<file path="config.mk">
export PLATFORM = sky130hd
export DESIGN_NAME = pll_reset_sequencer
export DESIGN_NICKNAME = d
export VERILOG_FILES = /design/src/rtl/pll_reset_sequencer.sv
export SDC_FILE = /design/constraint.sdc
export NUM_CORES = 1
export LEC_CHECK = 0
export CAP_MARGIN = 20
export CORE_UTILIZATION = 30
export DETAILED_ROUTE_END_ITERATION = 8
export SLEW_MARGIN = 25
export SYNTH_ARGS = -nofsm -noshare
export SYNTH_HDL_FRONTEND = slang
export SYNTH_SLANG_ARGS = --single-unit
</file>
<file path="constraint.sdc">
create_clock -name clk -period 2.83 [get_ports clk]
set_clock_uncertainty 0.2 [all_clocks]
set_input_delay 0.283 -clock clk [delete_from_list [all_inputs] [get_ports clk]]
set_output_delay 0.283 -clock clk [all_outputs]
set_load 0.005 [all_outputs]
</file>
<file path="src/rtl/pll_reset_sequencer.sv">
// pll_reset_sequencer: staged reset release for memory then CPU, gated on a
// stable PLL lock, with continuous lock supervision and a relock counter.
//
// Optional build macro: PLL_LOCK_TIMEOUT_EN
//   When defined, WAIT_LOCK gives up after TIMEOUT_CYCLES unlocked cycles,
//   raises a sticky lock_timeout flag and releases the resets anyway; lock
//   loss is ignored from then on. When undefined, WAIT_LOCK waits forever
//   and lock_timeout is tied low.
//
// Handshake note: this block has no valid/ready interfaces. pll_lock is a
// level that is synchronized into the clk domain; all outputs are registered.
module pll_reset_sequencer #(
    parameter int unsigned LOCK_STABLE_CYCLES = 1024,
    parameter int unsigned STAGE_DELAY        = 16,
    parameter int unsigned TIMEOUT_CYCLES     = 65536,
    parameter int unsigned CNT_W              = 17
) (
    input  logic       clk,
    input  logic       resetn,
    input  logic       pll_lock,
    output logic       mem_resetn,
    output logic       cpu_resetn,
    output logic       sys_ready,
    output logic [7:0] relock_count,
    output logic       lock_timeout
);

    typedef enum logic [2:0] {
        ST_HOLD      = 3'd0,
        ST_WAIT_LOCK = 3'd1,
        ST_STABLE    = 3'd2,
        ST_REL_MEM   = 3'd3,
        ST_RUN       = 3'd4
    } state_t;

    localparam logic [CNT_W-1:0] LOCK_LAST  = CNT_W'(LOCK_STABLE_CYCLES - 1);
    localparam logic [CNT_W-1:0] STAGE_LAST = CNT_W'(STAGE_DELAY - 1);

    // Elaboration-time sanity checks on the configuration.
    if (LOCK_STABLE_CYCLES < 1 || STAGE_DELAY < 1 || TIMEOUT_CYCLES < 1) begin : g_bad_min
        $error("pll_reset_sequencer: cycle parameters must be >= 1");
    end
    if (64'(LOCK_STABLE_CYCLES) > (64'd1 << CNT_W) || 64'(STAGE_DELAY) > (64'd1 << CNT_W) ||
        64'(TIMEOUT_CYCLES) > (64'd1 << CNT_W)) begin : g_bad_width
        $error("pll_reset_sequencer: a cycle parameter exceeds the counter range");
    end

    // ---------------------------------------------------------------
    // Synchronizers
    // ---------------------------------------------------------------
    logic [1:0] rst_sync_q, rst_sync_d;
    logic [1:0] lock_sync_q, lock_sync_d;
    logic       rst_s_n;   // internal reset, low while asserted
    logic       lock_s;

    always_comb begin
        rst_sync_d  = {rst_sync_q[0], 1'b1};
        lock_sync_d = {lock_sync_q[0], pll_lock};
    end

    assign rst_s_n = rst_sync_q[1];
    assign lock_s  = lock_sync_q[1];

    // Reset synchronizer: asserts asynchronously, releases after two edges.
    always_ff @(posedge clk or negedge resetn) begin
        if (!resetn) rst_sync_q <= 2'b00;
        else         rst_sync_q <= rst_sync_d;
    end

    // Lock synchronizer, cleared by the raw board reset.
    always_ff @(posedge clk or negedge resetn) begin
        if (!resetn) lock_sync_q <= 2'b00;
        else         lock_sync_q <= lock_sync_d;
    end

    // ---------------------------------------------------------------
    // Sequencer state
    // ---------------------------------------------------------------
    state_t           state_q, state_d;
    logic [CNT_W-1:0] cnt_q, cnt_d;
    logic [7:0]       relock_q, relock_d;
    logic             mem_q, mem_d;
    logic             cpu_q, cpu_d;
    logic             timeout_q, timeout_d;
    logic             loss_en;   // lock loss is acted on in REL_MEM/RUN

`ifdef PLL_LOCK_TIMEOUT_EN
    localparam logic [CNT_W-1:0] TIMEOUT_LAST = CNT_W'(TIMEOUT_CYCLES - 1);
    assign loss_en = !lock_s && !timeout_q;
`else
    assign loss_en = !lock_s;
`endif

    // Next-state, counter, relock counter and registered output values.
    always_comb begin
        state_d   = state_q;
        cnt_d     = cnt_q;
        relock_d  = relock_q;
        timeout_d = timeout_q;
        case (state_q)
            ST_HOLD: begin
                state_d = ST_WAIT_LOCK;
                cnt_d   = '0;
            end
            ST_WAIT_LOCK: begin
                if (lock_s) begin
                    state_d = ST_STABLE;
                    cnt_d   = '0;
                end else begin
`ifdef PLL_LOCK_TIMEOUT_EN
                    if (cnt_q == TIMEOUT_LAST) begin
                        timeout_d = 1'b1;
                        state_d   = ST_REL_MEM;
                        cnt_d     = '0;
                    end else begin
                        cnt_d = cnt_q + 1'b1;
                    end
`endif
                end
            end
            ST_STABLE: begin
                if (!lock_s) begin
                    state_d = ST_WAIT_LOCK;
                    cnt_d   = '0;
                end else if (cnt_q == LOCK_LAST) begin
                    state_d = ST_REL_MEM;
                    cnt_d   = '0;
                end else begin
                    cnt_d = cnt_q + 1'b1;
                end
            end
            ST_REL_MEM: begin
                if (loss_en) begin
                    state_d = ST_WAIT_LOCK;
                    cnt_d   = '0;
                    if (relock_q != 8'hFF) relock_d = relock_q + 8'd1;
                end else if (cnt_q == STAGE_LAST) begin
                    state_d = ST_RUN;
                    cnt_d   = '0;
                end else begin
                    cnt_d = cnt_q + 1'b1;
                end
            end
            ST_RUN: begin
                if (loss_en) begin
                    state_d = ST_WAIT_LOCK;
                    cnt_d   = '0;
                    if (relock_q != 8'hFF) relock_d = relock_q + 8'd1;
                end
            end
            default: begin
                state_d = ST_HOLD;
                cnt_d   = '0;
            end
        endcase
        // Outputs follow the state being entered, so they change on the same edge.
        mem_d = (state_d == ST_REL_MEM) || (state_d == ST_RUN);
        cpu_d = (state_d == ST_RUN);
    end

    // State, counter and output registers, cleared by the synchronized reset.
    always_ff @(posedge clk or negedge rst_s_n) begin
        if (!rst_s_n) begin
            state_q   <= ST_HOLD;
            cnt_q     <= '0;
            relock_q  <= 8'd0;
            mem_q     <= 1'b0;
            cpu_q     <= 1'b0;
            timeout_q <= 1'b0;
        end else begin
            state_q   <= state_d;
            cnt_q     <= cnt_d;
            relock_q  <= relock_d;
            mem_q     <= mem_d;
            cpu_q     <= cpu_d;
            timeout_q <= timeout_d;
        end
    end

    assign mem_resetn   = mem_q;
    assign cpu_resetn   = cpu_q;
    assign sys_ready    = cpu_q;
    assign relock_count = relock_q;
`ifdef PLL_LOCK_TIMEOUT_EN
    assign lock_timeout = timeout_q;
`else
    assign lock_timeout = 1'b0;
`endif

endmodule

</file>
==> impl_metrics.tcl, run 1 <==
set metrics [dict create \
    die_w_um 78.6 \
    synth-edff-count 0 \
    drt_pass1_iterations 4 \
    core-area_um2 5570 \
    avgSynthCellArea_um2 9.95 \
    cts.repair.resized 0 \
    io_pins 15 \
    status "finished, final reports clean" \
    crit_path_top_delay_cell "a211oi_2" \
    cts_sinks 34 \
    rows 27 \
    setup_violations 0 \
    hold_class "reg2async" \
    crit_chain "ha_1 > and2_1 > and3_1 > a211oi_2 > nor3_4 > nor4_1" \
    port_buffers 13 \
    finalWeightedCongestion 0.820 \
    drc 0 \
    post-route-period-util_pct 84.0 \
    initial_core_util_pct 31.6 \
    power.total_mw 1.18 \
    endpoint_kind "flip-flop" \
    place_area_um2 1950 \
    tritoncts "done" \
    fin_tns_setup_ns 0 \
    die_y_um 78.6 \
    grt_pass1_wl_um 5720 \
    antennaDiodeCount 0 \
    rsz0062_at_grt "no" \
    fin_hold_ws_ns 0.00282 \
    grt_overflow 0 \
    report.final.hold_viol_count 0 \
    worst_pin_slew_ns 0.611 \
    path_max_fanout 9 \
    worstReg2RegStart "cnt_q[0]$_DFFE_PN0P_" \
    place_inst 256 \
    vias_per_cell 4.80 \
    timing.rr.end "cnt_q[2]$_DFFE_PN0P_" \
    synth-seq-area-share_pct 48.3 \
    wire_per_inst_um 12.2 \
    relSlewSlack_pct 59.1 \
    crit_path_max_incr_delay_ns 0.52 \
    async_flop_share_pct 100 \
    clock_path_buffers 2 \
    use_met3_pct 2.33 \
    r2r_cells 6 \
    grt.busiest_layer "met2" \
    cp.arrival_ns 2.35 \
    power_density_nw_per_um2 578 \
    drive_above_1_share_pct 11.9 \
    p_leak_nw 0.864 \
    finalCriticalPeriod_ns 2.38 \
    cts_made_buffers 5 \
    grt_max_degree 19 \
    drt_iter0_markers 45 \
    syn_nets 182 \
    ys_dominant_reg_cell "dfrtp_1" \
    path_class "reg2reg" \
    regToRegSetupSlack_ns 0.45 \
    syn-instance-count 177 \
    htreeDepth 2 \
    required_ns 2.80 \
    synthesis.area_um2 1760 \
    synth_cell_type_count 43 \
    crit_family "simple AND/OR/NAND/NOR gates" \
    antenna_found_initial 0 \
    fmax_ghz 0.421 \
    dp_worst_setup_slack_ns 0.486 \
    cts.clk_slew.worst_paths_ns 0.07 \
    dieArea_um2 6180 \
    dp_hpwl_um 2320 \
    grt_pass1_vias 1218 \
    ys_warn_count 0 \
    fin_util_pct 36.8 \
    clock_latency_ns 0.28 \
    fin_area_um2 2050 \
    layout-area-overhead-vs-synth_pct 16.4 \
    grt_use_met2_pct 18.1 \
    cap_violations 0 \
    nets 197 \
    worst_setup_path_start_kind "flip-flop" \
    peakVddDrop_mv 0.373 \
    grt_usage_pct 11.6 \
    ys_ff_latch 34 \
    instances_no_fill 265 \
    ant_nets 0 \
    fin_ws_ns 0.454 \
    grtUsageMet1_pct 15.4 \
    cts_root_buffer "clkbuf_8" \
    vias 1271 \
    postCtsSetupRepairBufs 0 \
    drv_slew 0 \
    crit_buf_inv 0 \
    routed_wl_um 3220 \
]
## where the power goes
part | internal (mW) | total [mW] | switching (mW) | leakage [nW]
Sequential | 0.538 | 0.615 | 0.0765 | 0.449
Combinational | 0.119 | 0.200 | 0.0814 | 0.368
Clock | 0.195 | 0.369 | 0.174 | 0.0472
Total | 0.853 | 1.18 | 0.332 | 0.864
## logic make-up (layout without fill, tap and decap cells)
family	after synthesis	in the layout	synth area share [%]
xor+xnor	15	15	7.46
mux	2	2	1.21
fa+ha+maj	2	2	1.42
other cells	2	2	0.426
compound gates	25	25	11.2
flops	34	34	48.3
simple gates	85	85	26.5
buf+inv	12	28	3.55
## final cells by class
| type | count | area [µm²] |
|---|---|---|
| Clock buffer | 6 | 82.6 |
| Clock inverter | 2 | 12.5 |
| Fill cell | 562 | 3520 |
| Inverter | 5 | 18.8 |
| Multi-Input combinational cell | 131 | 848 |
| Sequential cell | 34 | 851 |
| Tap cell | 72 | 90.1 |
| Timing Repair Buffer | 15 | 148 |
## cells in the mapped netlist (4+ instances only)
| cell type | instances | area, µm² |
|---|---|---|
| and2_1 | 5 | 31.3 |
| and3_1 | 5 | 31.3 |
| dfrtp_1 | 34 | 851 |
| inv_1 | 5 | 18.8 |
| nand2_1 | 18 | 67.6 |
| nand3_1 | 8 | 40.0 |
| nand4_1 | 8 | 50.1 |
| nor2_1 | 23 | 86.3 |
| nor3_1 | 4 | 20.0 |
| o21ai_0 | 6 | 30.0 |
| xnor2_1 | 7 | 61.3 |
| xor2_1 | 8 | 70.1 |
## layer usage
metal | part of all wire, % | vias to the layer above
met1 | 52 | 603
met5 | 0 | -
li1 | - | 644
met3 | 2.0 | 7
met2 | 45 | 17
met4 | 1.7 | 0
## registers in the layout, indices dropped and copies added (netlist names)
register	count
relock_count	8
rst_sync_q	2
cpu_resetn	1
lock_sync_q	2
mem_resetn	1
state_q	3
cnt_q	17
## cells in the final DEF, fill, tap and decap left out, types with 2 or more instances in the layout
cell type | synthesis | final
ha_1 | 2 | 2
xor2_1 | 8 | 8
and3_1 | 5 | 5
nand3_1 | 8 | 8
clkdlybuf4s50_1 | 0 | 13
nand4_1 | 8 | 8
nor4_1 | 2 | 2
and2_1 | 5 | 5
o211ai_1 | 3 | 3
nor2_1 | 23 | 23
nor3_1 | 4 | 4
a31oi_1 | 3 | 3
clkbuf_8 | 0 | 6
nand2_1 | 18 | 18
xnor2_1 | 7 | 7
inv_1 | 5 | 5
o22ai_1 | 2 | 2
conb_1 | 2 | 2
a211oi_2 | 2 | 2
o21ai_0 | 6 | 6
dfrtp_1 | 34 | 34
a21oi_1 | 2 | 2
a21boi_0 | 3 | 3
## how the worst max path moves through the flow
| stage | start | endpoint | slack [ns] | cells past startpoint |
|---|---|---|---|---|
| after CTS | cnt_q[0]$_DFFE_PN0P_ | cnt_q[2]$_DFFE_PN0P_ | 0.47 | 6 |
| after global placement | cnt_q[0]$_DFFE_PN0P_ | cnt_q[2]$_DFFE_PN0P_ | 0.60 | 6 |
| after floorplan | cnt_q[0]$_DFFE_PN0P_ | cnt_q[2]$_DFFE_PN0P_ | 0.74 | 6 |
| final | cnt_q[0]$_DFFE_PN0P_ | cnt_q[2]$_DFFE_PN0P_ | 0.45 | 6 |
| after global routing | cnt_q[0]$_DFFE_PN0P_ | cnt_q[2]$_DFFE_PN0P_ | 0.26 | 6 |
| after detailed placement | cnt_q[0]$_DFFE_PN0P_ | cnt_q[2]$_DFFE_PN0P_ | 0.49 | 6 |
## timing repair
item                                    in CTS  in global routing
endpoints found under the hold margin        4                  0
hold buffers                                 1                  0
endpoints found under the setup margin       0                  0
(Power assumes the default switching activity.)
==> inputs of run 2 (changes only) <==
clock period = 2 ns   (was 2.83 ns; I/O delays follow)
==> run 2 against run 1 <==
Against the previous run:
- the run now ends with negative setup slack left
- critical path depth unchanged
- total power up 80%
- non-clock buffer count increased by 43
- largest cell class is now multi-input gates
- cell count up 16%
- sequential power is 30% higher
- largest power group unchanged
==> impl_metrics.tcl, run 2 (synthesized netlist as in run 1, its figures left out) <==
set metrics [dict create \
    initial_core_util_pct 31.6 \
    top_register "cnt_q" \
    r2r_cells 6 \
    largest_reg_flops 17 \
    cts_made_buffers 5 \
    finalCriticalPeriod_ns 2.03 \
    rsz0062_at_grt "yes" \
    layout-area-overhead-vs-synth_pct 44.8 \
    vias 1481 \
    highest_layer "met4" \
    cts.clk_slew.worst_paths_ns 0.07 \
    grt_max_degree 16 \
    core-area_um2 5570 \
    post-route-period-util_pct 102 \
    wl_met3_um 66 \
    layout.cells.most_common "buf_4" \
    mostFrequentLayoutCells "42 x buf_4, 34 x dfrtp_1, 19 x nor2_1, 18 x nand2_1, 13 x clkdlybuf4s50_1" \
    htreeDepth 2 \
    drc 0 \
    power_switching_share_pct 24.6 \
    crit_path_top_delay_cell "or4_4" \
    path_max_fanout 4 \
    drive_above_1_share_pct 35.6 \
    crit_path_max_incr_delay_ns 0.54 \
    p_clk_share_pct 36.3 \
    wl_met2_um 2030 \
    setup_violations 15 \
    antenna_found_initial 0 \
    grt_usage_pct 14.3 \
    grt_overflow 0 \
    grt_pass1_vias 1482 \
    comb_power_share_pct 26.3 \
    peakVddDrop_mv 0.485 \
    p_int_mw 1.61 \
    routed_wl_um 3980 \
    die_w_um 78.6 \
    die_y_um 78.6 \
    nets 240 \
    tritoncts "done" \
    finalWeightedCongestion 0.821 \
    cap_violations 0 \
    power_density_nw_per_um2 837 \
    drt_iter0_markers 99 \
    fin_area_um2 2550 \
    clock_path_buffers 2 \
    hold_class "reg2async" \
    fmax_ghz 0.492 \
    cts_sinks 34 \
    ant_nets 0 \
    rows 27 \
    p_leak_nw 1.14 \
    cp.arrival_ns 1.98 \
    port_buffers 13 \
    fin_ws_ns -0.0329 \
    drv_slew 0 \
    antennaDiodeCount 0 \
    report.final.hold_viol_count 0 \
    status "complete, but fails checks" \
    violations "negative setup slack" \
    drt_pass1_iterations 4 \
    crit_chain "or4_4 > nor4b_4 > a211oi_4 > buf_4 > nor3_2 > a21oi_1" \
    path_class "reg2reg" \
    power.switching_mw 0.524 \
    dieArea_um2 6180 \
    fill_cells 535 \
    worst_setup_path_start_kind "flip-flop" \
    io_pins 15 \
    endpoint_kind "flip-flop" \
    dp_hpwl_um 2830 \
    seq_power_share_pct 37.5 \
    grt_pass1_wl_um 6740 \
    wire_per_inst_um 12.9 \
    fin_util_pct 45.8 \
    cts_root_buffer "clkbuf_8" \
    vias_per_cell 4.81 \
    required_ns 1.95 \
    wirelength_met1_um 1820 \
    place_area_um2 2290 \
    clock_latency_ns 0.28 \
]
[run 2: cell count changes in the layout (fill, tap and decap cells not counted), sizes merged]
cell	previous run	this run
clkinvlp	1	0
clkinv	1	0
bufinv	0	2
buf	1	44
[run 2: critical path, delay by kind of cell, from the launching register on]
kind,cells,cell delay (ns)
simple gates,3,0.95
flops,1,0.38
compound gates,2,0.20
buf+inv,1,0.17
[run 2: layout make-up]
cell class              instances  area (µm²)  share of cell area [%]
repair buffers                 58         487                    19.1
flip-flops and latches         34         851                    33.3
inverters                       5        18.8                   0.736
clock inverters                 2        60.1                    2.35
multi-input cells             131         962                    37.7
well taps                      72        90.1                    3.53
clock buffers                   6        82.6                    3.24
[run 2: worst paths after layout]
path / slack (ns) / endpoint / startpoint
worst max-delay path: -0.03 / cnt_q[0]$_DFFE_PN0P_ / cnt_q[5]$_DFFE_PN0P_
worst min-delay path: 0.007 / cnt_q[12]$_DFFE_PN0P_ / rst_sync_q[1]$_DFF_PN0_
worst max register to register: -0.03 / cnt_q[0]$_DFFE_PN0P_ / cnt_q[5]$_DFFE_PN0P_
worst min register to register: 0.007 / cnt_q[12]$_DFFE_PN0P_ / rst_sync_q[1]$_DFF_PN0_
max in group asynchronous: 1.00 / lock_sync_q[1]$_DFF_PN0_ / resetn
min in group clk: 0.15 / lock_sync_q[1]$_DFF_PN0_ / lock_sync_q[0]$_DFF_PN0_
[run 2: timing repair]
item	4_1_cts	5_1_grt
endpoints found under the setup margin	19	25
setup buffers	2	1
resized for setup	14	12
hold buffers	1	0
endpoints found under the hold margin	4	0
pin swaps	3	7
[run 2: per-layer routing]
| layer | global-route usage, % | up-vias |
|---|---|---|
| met2 | 24.0 | 13 |
| li1 | - | 734 |
| met5 | 0 | - |
| met4 | 6.48 | 0 |
| met1 | 17.2 | 729 |
| met3 | 3.49 | 5 |
[run 2: power groups by stage]
stage | logic, mW | clock network, mW | registers, mW
2_1_floorplan | 0.159 | 0 | 0.866
3_3_place_gp | 0.509 | 0 | 0.810
3_5_place_dp | 0.516 | 0 | 0.811
4_1_cts | 0.534 | 0.796 | 0.799
5_1_grt | 0.616 | 0.824 | 0.811
6_report | 0.561 | 0.775 | 0.800
[run 2: stage by stage]
step / worst slack, ns / TNS [ns] / hold WS, ns / instances / power [mW]
6_report: -0.0329 / -0.316 / 0.00693 / 308 / 2.14
5_1_grt: -0.108 / -1.82 / 0.0442 / 308 / 2.25
4_1_cts: -0.0460 / -0.373 / 0.0157 / 307 / 2.13
3_5_place_dp: -0.106 / -0.692 / 0.00678 / 296 / 1.33
3_3_place_gp: -0.0682 / -0.372 / 0.00166 / 296 / 1.32
2_1_floorplan: -0.0360 / -0.149 / -0.296 / 177 / 1.03
